$ cat src/rtl/ysyx_lsu_load.sv
// Load-issue stage: takes the IOQ head load, issues one aligned bus read and returns extended data.
// Optional YSYX_LSU_MISALIGN_EN splits misaligned LH/LHU/LW into two aligned reads.
`ifndef YSYX_XLEN
`define YSYX_XLEN 32
`endif
`ifndef YSYX_ALU_LB__
`define YSYX_ALU_LB__ 5'h10
`endif
`ifndef YSYX_ALU_LH__
`define YSYX_ALU_LH__ 5'h11
`endif
`ifndef YSYX_ALU_LW__
`define YSYX_ALU_LW__ 5'h12
`endif
`ifndef YSYX_ALU_LBU_
`define YSYX_ALU_LBU_ 5'h14
`endif
`ifndef YSYX_ALU_LHU_
`define YSYX_ALU_LHU_ 5'h15
`endif

module ysyx_lsu_load #(
  parameter int XLEN = `YSYX_XLEN
) (
  input  logic            clock,
  input  logic            reset,
  input  logic            flush_pipe,
  input  logic            exu_rvalid,
  input  logic [XLEN-1:0] exu_raddr,
  input  logic [4:0]      exu_ralu,
  input  logic [XLEN-1:0] exu_pc,
  output logic            exu_rready,
  output logic [XLEN-1:0] exu_rdata,
  output logic            exu_rerr,
  output logic [XLEN-1:0] exu_fault_pc,
  output logic            bus_arvalid,
  output logic [XLEN-1:0] bus_araddr,
  input  logic            bus_arready,
  input  logic            bus_rvalid,
  input  logic [XLEN-1:0] bus_rdata,
  input  logic [1:0]      bus_rresp
);

  localparam int SHW = $clog2(2 * XLEN);

  localparam logic [2:0] IDLE  = 3'd0;
  localparam logic [2:0] REQ   = 3'd1;
  localparam logic [2:0] WAIT  = 3'd2;
  localparam logic [2:0] RESP  = 3'd3;
  localparam logic [2:0] DRAIN = 3'd4;
`ifdef YSYX_LSU_MISALIGN_EN
  localparam logic [2:0] REQ2  = 3'd5;
  localparam logic [2:0] WAIT2 = 3'd6;
`endif

  logic [2:0]        state;
  logic [XLEN-1:0]   addr_q;
  logic [4:0]        ralu_q;
  logic [XLEN-1:0]   pc_q;
  logic [XLEN-1:0]   word_base;
  logic [2*XLEN-1:0] merged;
  logic [XLEN-1:0]   lane_data;
  logic [XLEN-1:0]   ext_data;

  function automatic logic is_misaligned(input logic [4:0] alu, input logic [1:0] lane);
    case (alu)
      `YSYX_ALU_LH__, `YSYX_ALU_LHU_: return lane[0];
      `YSYX_ALU_LW__:                 return lane != 2'b00;
      default:                        return 1'b0;
    endcase
  endfunction

`ifdef YSYX_LSU_MISALIGN_EN
  logic [XLEN-1:0] w0_q;
  logic            err0_q;
  logic            misal_q;
  assign misal_q = is_misaligned(ralu_q, addr_q[1:0]);
`endif

  always_ff @(posedge clock or posedge reset) begin
    if (reset) begin
      state  <= IDLE;
      addr_q <= '0;
      ralu_q <= '0;
      pc_q   <= '0;
`ifdef YSYX_LSU_MISALIGN_EN
      w0_q   <= '0;
      err0_q <= 1'b0;
`endif
    end else begin
      case (state)
        IDLE: if (exu_rvalid && !flush_pipe) begin
          addr_q <= exu_raddr;
          ralu_q <= exu_ralu;
          pc_q   <= exu_pc;
`ifdef YSYX_LSU_MISALIGN_EN
          state  <= REQ;
`else
          state  <= is_misaligned(exu_ralu, exu_raddr[1:0]) ? RESP : REQ;
`endif
        end
        REQ: begin
          if (flush_pipe)       state <= bus_arready ? DRAIN : IDLE;
          else if (bus_arready) state <= WAIT;
        end
        WAIT: begin
          if (flush_pipe) state <= bus_rvalid ? IDLE : DRAIN;
          else if (bus_rvalid) begin
`ifdef YSYX_LSU_MISALIGN_EN
            if (misal_q) begin
              state  <= REQ2;
              w0_q   <= bus_rdata;
              err0_q <= bus_rresp != 2'b00;
            end else begin
              state <= IDLE;
            end
`else
            state <= IDLE;
`endif
          end
        end
`ifdef YSYX_LSU_MISALIGN_EN
        REQ2: begin
          if (flush_pipe)       state <= bus_arready ? DRAIN : IDLE;
          else if (bus_arready) state <= WAIT2;
        end
        WAIT2: begin
          if (flush_pipe)      state <= bus_rvalid ? IDLE : DRAIN;
          else if (bus_rvalid) state <= IDLE;
        end
`endif
        RESP:    state <= IDLE;
        DRAIN:   if (bus_rvalid) state <= IDLE;
        default: state <= IDLE;
      endcase
    end
  end

  always_comb begin
    word_base   = {addr_q[XLEN-1:2], 2'b00};
    bus_arvalid = (state == REQ);
    bus_araddr  = word_base;
    merged      = {{XLEN{1'b0}}, bus_rdata};
`ifdef YSYX_LSU_MISALIGN_EN
    // second beat reads the following word; the sum wraps at the top of the address space
    if (state == REQ2) begin
      bus_arvalid = 1'b1;
      bus_araddr  = word_base + XLEN'(4);
    end
    if (state == WAIT2) merged = {bus_rdata, w0_q};
`endif
    lane_data = merged[SHW'({addr_q[1:0], 3'b000}) +: XLEN];
    case (ralu_q)
      `YSYX_ALU_LB__: ext_data = {{(XLEN-8){lane_data[7]}}, lane_data[7:0]};
      `YSYX_ALU_LBU_: ext_data = {{(XLEN-8){1'b0}}, lane_data[7:0]};
      `YSYX_ALU_LH__: ext_data = {{(XLEN-16){lane_data[15]}}, lane_data[15:0]};
      `YSYX_ALU_LHU_: ext_data = {{(XLEN-16){1'b0}}, lane_data[15:0]};
      default:        ext_data = lane_data;
    endcase

    exu_rready = 1'b0;
    exu_rerr   = 1'b0;
    case (state)
      WAIT: begin
        exu_rready = bus_rvalid && !flush_pipe;
`ifdef YSYX_LSU_MISALIGN_EN
        if (misal_q) exu_rready = 1'b0;
`endif
        exu_rerr = exu_rready && (bus_rresp != 2'b00);
      end
`ifdef YSYX_LSU_MISALIGN_EN
      WAIT2: begin
        exu_rready = bus_rvalid && !flush_pipe;
        exu_rerr   = exu_rready && (err0_q || (bus_rresp != 2'b00));
      end
`endif
      RESP: begin
        exu_rready = !flush_pipe;
        exu_rerr   = exu_rready;
      end
      default: ;
    endcase
    exu_rdata = (exu_rready && !exu_rerr) ? ext_data : '0;
  end

  assign exu_fault_pc = pc_q;

endmodule
$ cat config.mk
export PLATFORM = sky130hd
export DESIGN_NAME = ysyx_lsu_load
export DESIGN_NICKNAME = d
export VERILOG_FILES = /design/src/rtl/ysyx_lsu_load.sv
export SDC_FILE = /design/constraint.sdc
export NUM_CORES = 1
export LEC_CHECK = 0
export CAP_MARGIN = 20
export CORE_MARGIN = 2
export CORE_UTILIZATION = 35
export CTS_CLUSTER_SIZE = 16
export DETAILED_ROUTE_END_ITERATION = 10
export GPL_TIMING_DRIVEN = 0
export PLACE_DENSITY = 0.76
export SLEW_MARGIN = 20
export SYNTH_ARGS = -nofsm -noshare
export SYNTH_HDL_FRONTEND = slang
export SYNTH_SLANG_ARGS = --single-unit
$ cat constraint.sdc
create_clock -name clock -period 2.86 [get_ports clock]
set_input_delay 0.572 -clock clock [delete_from_list [all_inputs] [get_ports clock]]
set_output_delay 0.572 -clock clock [all_outputs]
set_load 0.05 [all_outputs]
==> results of run 1 <==
==> what timing repair did <==
item,4_1_cts,5_1_grt
endpoints found under the setup margin,34,33
resized for setup,284,24
setup buffers,15,8
hold endpoints to repair,0,0
cloned,1,0
pin swaps,7,7
==> Yosys cell counts, types with 2 or more instances <==
| cell type | count | share of area [%] |
|---|---|---|
| a211oi_1 | 17 | 3.3 |
| a21oi_1 | 8 | 1.0 |
| and2_1 | 7 | 1.1 |
| buf_1 | 2 | 0.20 |
| buf_2 | 2 | 0.26 |
| buf_4 | 32 | 6.2 |
| buf_6 | 3 | 0.88 |
| clkbuf_1 | 15 | 1.5 |
| dfrtp_1 | 72 | 47 |
| inv_1 | 4 | 0.39 |
| mux2_2 | 71 | 21 |
| mux2i_1 | 18 | 4.7 |
| nand2_1 | 9 | 0.88 |
| nand2_2 | 8 | 1.3 |
| nand2b_1 | 2 | 0.33 |
| nand3_1 | 2 | 0.26 |
| nor2_1 | 14 | 1.4 |
| nor2b_1 | 8 | 1.3 |
| nor3_1 | 2 | 0.26 |
| nor3b_1 | 3 | 0.59 |
| o21ai_0 | 13 | 1.7 |
| o21ai_1 | 2 | 0.26 |
| o21ai_2 | 2 | 0.46 |
| or3_1 | 2 | 0.33 |
==> logic make-up after synthesis <==
logic type,Yosys count,synth area share (%)
AND/OR/NAND/NOR,67,9.929
flip-flops,72,46.88
XOR/XNOR,1,0.2279
other,1,0.09756
buffers and inverters,58,9.440
multiplexers,89,25.49
AO/OA/AOI/OAI,47,7.943
==> per-layer routing <==
metal	vias to the layer above	part of all wire, %
met5	-	0
met4	0	2.2
met3	20	12
met2	173	50
met1	1653	35
li1	1620	-
==> worst max-delay path, cell delays in order <==
cell           delay, ns
dlygate4sd2_1       0.21
or4b_4              0.47
or2_0               0.21
buf_4               0.14
or4_4               0.49
buf_12              0.16
buf_16              0.15
o21ai_4             0.06
buf_6               0.18
==> sequential cells by signal, summed over array words and instances, names as in the netlist <==
signal        cells
addr_q           32
exu_fault_pc     32
ralu_q            5
state             3
==> worst paths after layout <==
check / cells past startpoint / startpoint / end / slack, ns
setup / recovery: 9 / bus_rvalid / exu_rdata[23] / -0.36
hold / removal: 2 / flush_pipe / state[0] / 0.49
setup reg to reg: 6 / state[0] / exu_fault_pc[6] / 0.54
hold reg to reg: 1 / exu_fault_pc[0] / exu_fault_pc[0] / 0.51
max in group asynchronous: 3 / reset / addr_q[0] / 1.80
min in group asynchronous: 2 / reset / addr_q[23] / 0.52
==> power breakdown <==
part           internal, W  total [W]  switching [W]
sequential         0.00131    0.00148       0.000169
clock             0.000362   0.000731       0.000369
combinational      0.00111    0.00270        0.00159
total              0.00278    0.00491        0.00213
==> cell type report <==
type	instances	area, um2	area share, %
Clock buffer	12	155.1	2.208
Inverter	4	17.52	0.2492
Buffer	50	385.4	5.483
Clock inverter	4	28.78	0.4095
Tap cell	140	175.2	2.492
Multi-Input combinational cell	206	2074	29.52
Sequential cell	72	1803	25.65
Timing Repair Buffer	229	2389	33.99
==> stage by stage <==
| step | instances | power [W] | hold slack, ns |
|---|---|---|---|
| global placement | 681 | 0.004064 | 0.4872 |
| CTS | 712 | 0.004945 | 0.4985 |
| floorplan | 336 | 0.003238 | 0.4807 |
| global route | 717 | 0.005152 | 0.4914 |
| detailed placement | 682 | 0.004115 | 0.4939 |
| finish | 717 | 0.004911 | 0.4860 |
==> flow_summary.yaml, run 1 <==
floorplanning:
  start_util_pct: 35.61
  die_h_um: 108.8
  die_w_um: 108.8
  core_area_um2: 10790
  pin_count: 208
  dieArea_um2: 11840
  num_rows: 38
sta:
  hold_violations: 0
  slew_headroom_pct: 57.98
  finalCritPeriodShare_pct: 112.6
  setup_slack_ns: -0.3600
  rsz0062_at_grt: "true"
  fin_tns_setup_ns: -7.832
  skew_ns: 0.008366
  drv_slew: 0
  min_period_ns: 3.220
  setup_viol: 29
  fmax_ghz: 0.3106
  tightest_slew_ns: 0.6303
yosys:
  ys_types: 41
  avgSynthCellArea_um2: 11.47
  synth_seq_cells: 72
  synth_area_um2: 3844
  syn-instance-count: 335
  yosys_warnings: 0
  synth-edff-count: 0
  synthFlopType: "dfrtp_1"
  ys_async_sr_fraction_pct: 100.0
  ys_seq_area_share_pct: 46.88
worst_hold_path:
  min_path_type: "in2reg"
clocking:
  cts-hold-fix-buffers: 0
  cts.clk_slew.worst_paths_ns: 0.07
  cts_tree: "built"
  cts.sinks: 72
  cts_max_path_buffers: 2
  clock_latency_ns: 0.34
  cts_made_buffers: 9
  htreeDepth: 3
  cts_root_buf: "clkbuf_8"
drt:
  postRouteAntennaNets: 0
  vias: 3466
  drc: 0
  routed_wl_um: 12520
  wire_per_inst_um: 17.46
  drt-vias-per-instance: 4.834
  drt-initial-drc-count: 171
  drtPass1Iterations: 4
power:
  irDropWorstVdd_mv: 0.6175
  leakage_nw: 2.928
  power_density_nw_per_um2: 698.8
place:
  portBuffers: 205
  dp_hpwl_um: 9439
  post-place-ws_ns: -1.444
  placed_cell_area_um2: 6357
  gp_congestion: 0.8936
worst_setup_path:
  crit_path_start_kind: "input pin"
  crit_required_ns: 2.29
  crit_type: "in2out"
  crit_path_end_kind: "output pin"
  cp_max_fo: 8
  critPathArrivalTime_ns: 2.65
global_route:
  busiest_layer: "met2"
  grt_use_met2_pct: 37.86
  grt_max_degree: 59
  grt_util_met3_pct: 10.70
  grt_usage_pct: 21.46
  grt_pass1_wl_um: 19190
  antenna_found_initial: 0
  grt_pass1_vias: 3779
  grtUsageMet1_pct: 21.74
  gr-total-overflow: 0
finish:
  layout_commonest_cell: "clkdlybuf4s50_1"
  final_cell_mix: "clkdlybuf4s50_1, mux2_2, dfrtp_1"
  nFillCells: 860
  area_growth_pct: 82.85
  drive_above_1_share_pct: 39.69
  finalNetCount: 681
  post-route-util_pct: 65.12
  design_area_um2: 7028
  num_antenna_cells: 0
flow_run:
  cap_viol_max_count: 0
outcome:
  outcome: "finished with violations"
  violations: "setup timing"
Power figures use the tool's default switching activity.
==> run 2, diff against run 1 <==
--- a/config.mk
+++ b/config.mk
@@ -7,11 +7,11 @@
 export LEC_CHECK = 0
 export CAP_MARGIN = 20
 export CORE_MARGIN = 2
-export CORE_UTILIZATION = 35
+export CORE_UTILIZATION = 36
 export CTS_CLUSTER_SIZE = 16
 export DETAILED_ROUTE_END_ITERATION = 10
 export GPL_TIMING_DRIVEN = 0
-export PLACE_DENSITY = 0.76
+export PLACE_DENSITY = 0.78
 export SLEW_MARGIN = 20
 export SYNTH_ARGS = -nofsm -noshare
 export SYNTH_HDL_FRONTEND = slang
==> run 2 against run 1 <==
  * The flow still finishes with violations (setup timing)
  * Combinational power about the same
  * Worst hold slack improved by 0.019 ns
  * Via count increased by 0.52%
  * Global-route usage increased by 0.12 points
  * Sequential share of layout area increased by 0.11 points
  * Critical path type unchanged
==> flow_summary.yaml, run 2 (same netlist as run 1, synthesis figures left out) <==
floorplanning:
  pin_count: 208
  num_rows: 37
  start_util_pct: 37.23
  die_h_um: 107.3
  dieArea_um2: 11520
  die_w_um: 107.3
  core_area_um2: 10320
finish:
  area_growth_pct: 82.03
  num_antenna_cells: 0
  final_cell_mix: "clkdlybuf4s50_1, mux2_2, dfrtp_1"
  drive_above_1_share_pct: 39.27
  layout_commonest_cell: "clkdlybuf4s50_1"
  finalNetCount: 684
  design_area_um2: 6997
outcome:
  outcome: "finished with violations"
  violations: "setup timing"
global_route:
  grt_pass1_wl_um: 18990
  gr-total-overflow: 0
  grt_usage_pct: 21.58
  antenna_found_initial: 0
  grt_pass1_vias: 3798
  grt_max_degree: 60
drt:
  vias: 3484
  drc: 0
  drt-vias-per-instance: 4.880
  routed_wl_um: 12660
  wire_per_inst_um: 17.73
  drt-initial-drc-count: 135
  postRouteAntennaNets: 0
  drtPass1Iterations: 4
sta:
  rsz0062_at_grt: "true"
  setup_viol: 29
  setup_slack_ns: -0.4113
  drv_slew: 0
  tightest_slew_ns: 0.7549
  slew_headroom_pct: 49.67
  finalCritPeriodShare_pct: 114.4
  hold_violations: 0
  fmax_ghz: 0.3057
  skew_ns: 0.006232
  min_period_ns: 3.271
place:
  portBuffers: 205
  dp_hpwl_um: 9302
  gp_congestion: 0.8846
  post-place-ws_ns: -1.420
  placed_cell_area_um2: 6357
clocking:
  htreeDepth: 3
  cts_made_buffers: 9
  clock_latency_ns: 0.34
  cts.clk_slew.worst_paths_ns: 0.06
  cts.sinks: 72
  cts_max_path_buffers: 2
  cts_tree: "built"
  cts-hold-fix-buffers: 0
  cts_root_buf: "clkbuf_8"
flow_run:
  cap_viol_max_count: 0
worst_setup_path:
  critPathArrivalTime_ns: 2.70
  cp_max_fo: 7
  crit_path_end_kind: "output pin"
  crit_required_ns: 2.29
  crit_path_start_kind: "input pin"
  crit_type: "in2out"
power:
  leakage_nw: 2.934
  power_density_nw_per_um2: 691.8
  irDropWorstVdd_mv: 0.5993
worst_hold_path:
  min_path_type: "in2reg"
-- run 2: cell types whose count changed in the layout (fill, tap and decap cells not counted), sizes merged --
cell,change
buf,+3
dlymetal6s2s,-1
clkdlybuf4s15,+1
clkbuf,+1
dlygate4sd2,-1
clkinv,-1
clkdlybuf4s50,+1
clkinvlp,-2
-- run 2: what timing repair did --
item / 4_1_cts / 5_1_grt
gates resized for setup: 274 / 34
setup buffers: 11 / 12
cloned: 3 / 0
endpoints found under the setup margin: 34 / 33
pin swaps: 7 / 6
-- run 2: layout make-up --
| type | instances | area, um2 |
|---|---|---|
| Buffer | 51 | 411.6 |
| Clock buffer | 13 | 148.9 |
| Clock inverter | 1 | 5.005 |
| Fill cell | 773 | 3327 |
| Inverter | 4 | 17.52 |
| Multi-Input combinational cell | 206 | 2043 |
| Sequential cell | 72 | 1803 |
| Tap cell | 136 | 170.2 |
| Timing Repair Buffer | 231 | 2397 |
-- run 2: power breakdown --
group	switching (W)	internal [W]	leakage, nW
Combinational	0.00158	0.00111	2.00
Clock	0.000340	0.000329	0.0794
Sequential	0.000168	0.00131	0.850
-- run 2: worst paths after layout --
| path | start | to | slack (ns) | depth (start not counted) |
|---|---|---|---|---|
| worst max-delay path | bus_rvalid | exu_rdata[22] | -0.41 | 9 |
| worst min register to register | exu_fault_pc[1] | exu_fault_pc[1] | 0.50 | 1 |
| worst min-delay path | flush_pipe | state[0] | 0.50 | 2 |
| worst max register to register | state[1] | exu_fault_pc[6] | 0.50 | 7 |
| max in group asynchronous | reset | state[2] | 1.78 | 3 |
| min in group asynchronous | reset | addr_q[30] | 0.52 | 2 |
-- run 2: worst max-delay path, cell delays in order --
cell             delay (ns)
clkdlybuf4s15_1        0.19
or4b_4                 0.48
or2_4                  0.25
buf_6                  0.12
or4_4                  0.54
buf_12                 0.17
buf_16                 0.15
o21ai_4                0.06
buf_6                  0.17
-- run 2: through the flow --
step / utilization, % / power (W) / hold slack [ns] / instances / setup TNS [ns]
2_1_floorplan: - / 0.003238 / 0.4807 / 336 / -3.083
3_3_place_gp: 61.18 / 0.004063 / 0.4881 / 677 / -91.62
3_5_place_dp: 61.58 / 0.004114 / 0.4938 / 679 / -38.70
4_1_cts: 66.19 / 0.004847 / 0.5035 / 705 / -10.27
5_1_grt: 67.77 / 0.005076 / 0.4902 / 714 / -9.741
6_report: 67.77 / 0.004840 / 0.5047 / 714 / -8.053
-- run 2: layer usage --
layer | track usage (%) | vias to the layer above | share of wire, %
met3 | 10.29 | 24 | 12
met2 | 36.62 | 179 | 50
met5 | 0 | - | 0
met1 | 22.79 | 1656 | 36
li1 | - | 1625 | -
met4 | 9.524 | 0 | 2.5
